File: src/rtl/branch_predictor_pkg.sv
// branch_predictor_pkg: shared BTB/PHT sizing, counter encodings and saturating counter step
package branch_predictor_pkg;

    localparam int BTB_INDEX_WIDTH = 5;
    localparam int TAG_WIDTH       = 32 - BTB_INDEX_WIDTH - 2;
    localparam int BTB_ENTRIES     = 1 << BTB_INDEX_WIDTH;

    typedef enum logic [1:0] {
        CNT_SNT = 2'b00,
        CNT_WNT = 2'b01,
        CNT_WT  = 2'b10,
        CNT_ST  = 2'b11
    } cnt_e;

    function automatic cnt_e cnt_next(cnt_e c, logic taken);
        return taken ? (c == CNT_ST  ? CNT_ST  : cnt_e'(c + 2'd1))
                     : (c == CNT_SNT ? CNT_SNT : cnt_e'(c - 2'd1));
    endfunction

endpackage

File: src/rtl/branch_predictor_pattern_history_table.sv
// pattern_history_table: 2-bit saturating counters, combinational read, one saturating write per cycle
module pattern_history_table
    import branch_predictor_pkg::*;
(
    input  logic                       clk,
    input  logic                       reset,
    input  logic [BTB_INDEX_WIDTH-1:0] rd_index,
    output logic [1:0]                 rd_cnt,
    input  logic                       wr_en,
    input  logic [BTB_INDEX_WIDTH-1:0] wr_index,
    input  logic                       wr_taken
);

    cnt_e cnt_q [BTB_ENTRIES];
    cnt_e cnt_d [BTB_ENTRIES];

    always_comb begin
        cnt_d = cnt_q;
        if (wr_en) cnt_d[wr_index] = cnt_next(cnt_q[wr_index], wr_taken);
    end

    always_ff @(posedge clk) begin
        if (reset) begin
            for (int i = 0; i < BTB_ENTRIES; i++) cnt_q[i] <= CNT_WNT;
        end else begin
            cnt_q <= cnt_d;
        end
    end

    assign rd_cnt = cnt_q[rd_index];

endmodule

File: src/rtl/branch_predictor.sv
// branch_predictor: BTB + PHT next-PC predictor; define BRANCH_PREDICTOR_GSHARE_EN to XOR a GHR into the PHT index
module branch_predictor
    import branch_predictor_pkg::*;
(
    input  logic                       clk,
    input  logic                       reset,
    input  logic [31:0]                if_pc,
    output logic [31:0]                predicted_pc,
    output logic                       predicted_taken,
    output logic [BTB_INDEX_WIDTH-1:0] pred_pht_index,
    input  logic                       update_valid,
    input  logic [31:0]                update_pc,
    input  logic [31:0]                update_target,
    input  logic                       update_taken,
    input  logic [BTB_INDEX_WIDTH-1:0] update_pht_index
);

    logic [BTB_ENTRIES-1:0]     valid_q, valid_d;
    logic [TAG_WIDTH-1:0]       tag_q [BTB_ENTRIES];
    logic [TAG_WIDTH-1:0]       tag_d [BTB_ENTRIES];
    logic [31:0]                target_q [BTB_ENTRIES];
    logic [31:0]                target_d [BTB_ENTRIES];
    logic [BTB_INDEX_WIDTH-1:0] if_idx, up_idx;
    logic [TAG_WIDTH-1:0]       if_tag, up_tag;
    logic [1:0]                 pht_cnt;
    logic                       hit, btb_wr;
    logic                       unused_pc_bits;

    assign if_idx = if_pc[BTB_INDEX_WIDTH+1:2];
    assign if_tag = if_pc[31:BTB_INDEX_WIDTH+2];
    assign up_idx = update_pc[BTB_INDEX_WIDTH+1:2];
    assign up_tag = update_pc[31:BTB_INDEX_WIDTH+2];
    assign unused_pc_bits = ^{if_pc[1:0], update_pc[1:0]};

`ifdef BRANCH_PREDICTOR_GSHARE_EN
    logic [BTB_INDEX_WIDTH-1:0] ghr_q, ghr_d;

    // History advances only on resolved outcomes, so no speculative repair is needed
    always_comb ghr_d = update_valid ? {ghr_q[BTB_INDEX_WIDTH-2:0], update_taken} : ghr_q;

    always_ff @(posedge clk) ghr_q <= reset ? '0 : ghr_d;

    assign pred_pht_index = if_idx ^ ghr_q;
`else
    assign pred_pht_index = if_idx;
`endif

    pattern_history_table u_pht (
        .clk      (clk),
        .reset    (reset),
        .rd_index (pred_pht_index),
        .rd_cnt   (pht_cnt),
        .wr_en    (update_valid),
        .wr_index (update_pht_index),
        .wr_taken (update_taken)
    );

    // Only taken outcomes allocate; not-taken never touches the BTB
    assign btb_wr = update_valid && update_taken;

    always_comb begin
        valid_d  = valid_q;
        tag_d    = tag_q;
        target_d = target_q;
        if (btb_wr) begin
            valid_d[up_idx]  = 1'b1;
            tag_d[up_idx]    = up_tag;
            target_d[up_idx] = update_target;
        end
    end

    always_ff @(posedge clk) valid_q <= reset ? '0 : valid_d;

    always_ff @(posedge clk) begin
        tag_q    <= tag_d;
        target_q <= target_d;
    end

    assign hit             = valid_q[if_idx] && tag_q[if_idx] == if_tag;
    assign predicted_taken = hit && pht_cnt[1];
    assign predicted_pc    = predicted_taken ? target_q[if_idx] : if_pc + 32'd4;

endmodule

File: config.mk
export PLATFORM = sky130hd
export DESIGN_NAME = branch_predictor
export DESIGN_NICKNAME = d
export VERILOG_FILES = /design/src/rtl/branch_predictor_pkg.sv /design/src/rtl/branch_predictor_pattern_history_table.sv /design/src/rtl/branch_predictor.sv
export SDC_FILE = /design/constraint.sdc
export NUM_CORES = 2
export LEC_CHECK = 0
export ABC_AREA = 1
export BUFFER_PORTS_ARGS = -buffer_cell sky130_fd_sc_hd__buf_4
export CAP_MARGIN = 5
export CORE_ASPECT_RATIO = 1.25
export CORE_MARGIN = 2
export CORE_UTILIZATION = 32
export DETAILED_ROUTE_END_ITERATION = 16
export PLACE_DENSITY = 0.5
export RECOVER_POWER = 50
export REMOVE_ABC_BUFFERS = 1
export SLEW_MARGIN = 20
export SYNTH_ARGS = -nofsm -noshare
export SYNTH_HDL_FRONTEND = slang
export SYNTH_SLANG_ARGS = --single-unit
File: constraint.sdc
create_clock -name clk -period 5.58 [get_ports clk]
set_input_delay 1.395 -clock clk [delete_from_list [all_inputs] [get_ports clk]]
set_output_delay 1.395 -clock clk [all_outputs]
set_load 0.1 [all_outputs]
==> key figures <==
Status
  • Outcome: finished with violations
  • Failing checks: max-capacitance violations, max-slew violations, negative setup slack

Critical path
  • Crit path required time: 4.18 ns
  • Crit-path max FO: 22
  • Arrival time at the worst endpoint: 4.29 ns
  • Cell repeated most along the worst path: buf_12
  • Start of the worst register-to-register path: u_pht.cnt_q[63]$_SDFFE_PP0P_
  • R2r setup slk: 3.04 ns
  • CP max stage delay: 0.20 ns
  • Critical Path Source Type: input pin
  • WS Path Type: input pin to output port
  • Critical-path cell list: buf_16 -> inv_8 -> buf_12 -> buf_12 -> nand2_1 -> nand3_1 -> nand3_1 -> nand3_1 -> nand2_2 -> nand2_2 -> nand3_2 -> nor2_4 -> nand2_2 -> nor2_1 -> nand3_1 -> buf_6 -> nor2_8 -> buf_12 -> buf_12 -> nand2_1 -> o21ai_1 -> buf_4 -> buf_12
  • Critical Path Sink Type: output port
  • Slowest CP cell: buf_4
  • FF-to-FF End: u_pht.cnt_q[8]$_SDFFE_PP1P_
  • R2R depth: 9

Global route
  • Global-route wire length before repair: ~380 mm
  • Vias in the first global route: 51800
  • Initial antenna violation count: 32
  • Largest net degree at the start of global routing: 131
  • Total GRT Usage: 0.209
  • GRT Residual Overflow: 0

Power
  • Pint: 23.8 mW
  • Worst vdd ir: about 0.22 mV
  • Reg power frac: 0.512
  • Clock share of power: 0.406
  • Leakage power: roughly 33 nW
  • Psw: 7.27 mW
  • Comb pwr share: 0.081
  • Sw Ratio: 0.234
  • Pwr dens: 326 mW/mm²

Die
  • I/O Pins: 143
  • Die W: between 400 and 500 µm
  • Die height: between 500 and 600 µm
  • Die area: 0.249 mm²
  • Cell row count: 203
  • Core footprint: 0.244 mm²
  • Starting Density: 0.321

Final layout
  • Finished Layout Cells: 10600
  • Nets@finish: 7294
  • Final core occ: 0.390
  • FILL cells: 23500
  • Final instance area: 0.0952 mm²
  • Area delta synth->final: 21.3%
  • Fraction of layout cells with a size suffix above 1: 0.152

CTS
  • Clk_lat worst skew: 0.86 ns
  • H-tree levels: 4
  • CTS Sinks: 1920
  • Max clock buf depth: 4
  • Post-CTS Hold Buffers: 0
  • Worst-path clk slew: 0.06 ns
  • Num CTS Buffers: 195
  • Root Buffer Master: clkbuf_16
  • TritonCTS clock tree: yes

Timing
  • Fmax: 0.176 GHz
  • Crit share post-route: 1.02
  • Worst-margin pin slew: roughly 4.7 ns
  • RSZ-0062 raised after global routing: true
  • Final hold vios: 0
  • Final clock skew: about 0.029 ns
  • Hold slack: between 0.4 and 0.5 ns
  • Max_slew headroom: -2.11
  • Period minus WS final: 5.68 ns
  • Finish-stage setup viols: 25
  • Final WS setup: -0.103 ns
  • Slew Limit Fails: 153

Detailed routing
  • Vias: 55300
  • First-pass DRT Iterations: 7
  • DRT Wirelength: 274 mm
  • Via-to-Cell Ratio: 5.20
  • Drt drc: 0
  • WL per Instance: 25.8 µm
  • Initial drt markers: 5515
  • ANT nets after route: 0

Logic synthesis
  • Mapped Cells: 6772
  • Synth unique cells: 39
  • Commonest cells post-synth: edfxtp_1, nand2_1, nor2_1
  • Synthesized cell area: 0.0785 mm²
  • Sequential area share after synthesis: 0.723
  • Ys async rst share: 0
  • Synth area leaders: edfxtp_1, nand2_1, nor2_1
  • Mean Syn Cell Area: 11.6 µm²
  • Top cell type's share of synthesized area: 0.698
  • #FFs+latches synth: 1920
  • Post-synth EDFFs: roughly 1800
  • Synth warn: 0
  • Main synth FF type: edfxtp_1
  • Top-count cell post-synth: edfxtp_1
  • Yosys top cell by area: edfxtp_1

Placement
  • Post-DP HPWL: between 100 and 150 mm
  • Routability cong.: 0.871
  • Dpl cells: ~10000
  • Placed Area: 0.0862 mm²
  • IO Port Bufs: 140
  • Pre-CTS setup slack: -0.848 ns

Worst hold path
  • Endpoint of the worst hold path: valid_q[24]$_SDFFE_PP0P_
  • Min-delay src: valid_q[24]$_SDFFE_PP0P_
  • Type of the most critical hold path: flop to flop
  • Hold path cells: 1

Flow run
  • Max-Cap Viols: 6
## critical path, delay by kind of cell
kind,cells,cell delay [ns]
compound gates,1,0.07
buf+inv,9,1.54
simple gates,13,1.20
## worst max path at each step
stage                   from          endpoint  cells after the start
global route        if_pc[2]  predicted_pc[17]                     24
finish              if_pc[2]  predicted_pc[17]                     23
CTS                 if_pc[2]  predicted_pc[17]                     24
detailed placement  if_pc[3]  predicted_pc[22]                     19
global placement    if_pc[2]  predicted_pc[22]                     21
floorplan           if_pc[2]  predicted_pc[20]                     13
## state kept, by name, summed over array words and instances (netlist names)
name and count:
tag_q 800, target_q 1024, u_pht.cnt_q 64, valid_q 32
## timing repair
action                                  in CTS  in global routing
gates resized for setup                    219                294
pin swaps                                   16                 98
gates cloned                                12                 25
buffers inserted                             5                 48
endpoints found under the setup margin      33                 33
endpoints found under the hold margin        0                  0
## cells by family (layout without fill, tap and decap cells)
logic type,Yosys count,in the layout,synth area share
AND/OR/NAND/NOR,2965,2965,0.152
flip-flops,1920,1920,0.723
AO/OA/AOI/OAI,1226,1226,0.0868
buffers and inverters,637,1200,0.0360
XOR/XNOR,23,23,0.00257
adder cells (fa/ha/maj),1,1,0.000159
other,0,12,0
## area by class of cell
type / count / area [µm²] / area share
inverter: 210 / 866 / 0.00909
tap: 3280 / 4100 / 0.0431
timing repair buffer: 641 / 7270 / 0.0764
timing repair inverter: 5 / 77.6 / 0.000815
antenna: 12 / 30.0 / 0.000315
clock inverter: 106 / 811 / 0.00852
clock buffer: 238 / 5180 / 0.0544
sequential: 1920 / 56700 / 0.596
multi-input combinational: 4215 / 20200 / 0.212
## metrics by stage
stage	power [mW]	setup TNS, ns
2_1_floorplan	17.2	-134.38
3_3_place_gp	18.4	-18.18
3_5_place_dp	18.4	-16.74
4_1_cts	31.1	-3.14
5_1_grt	31.9	-4.12
6_report	31.0	-1.35
## placed cells by master (no fill, tap or decap), types with 125 or more instances in the layout
master     count
buf_12       125
nand3_1      483
clkbuf_16    222
nor2_1       984
o21ai_0      701
nand2_1     1233
edfxtp_1    1824
inv_1        197
buf_4        357
o22ai_1      185
## power by group through the flow
stage                     sequential, mW  combinational [mW]  clock [mW]
after floorplan                     16.2               0.997           0
after global placement              16.2                2.23           0
after detailed placement            16.2                2.25           0
after CTS                           15.9                2.36        12.8
after global routing                15.9                2.72        13.3
final                               15.9                2.53        12.6
## layer usage
layer,track usage,part of all wire
met2,0.348,0.48
met5,0,0.00058
met3,0.0339,0.075
met1,0.277,0.41
met4,0.0728,0.038
Power figures use the tool's default switching activity.
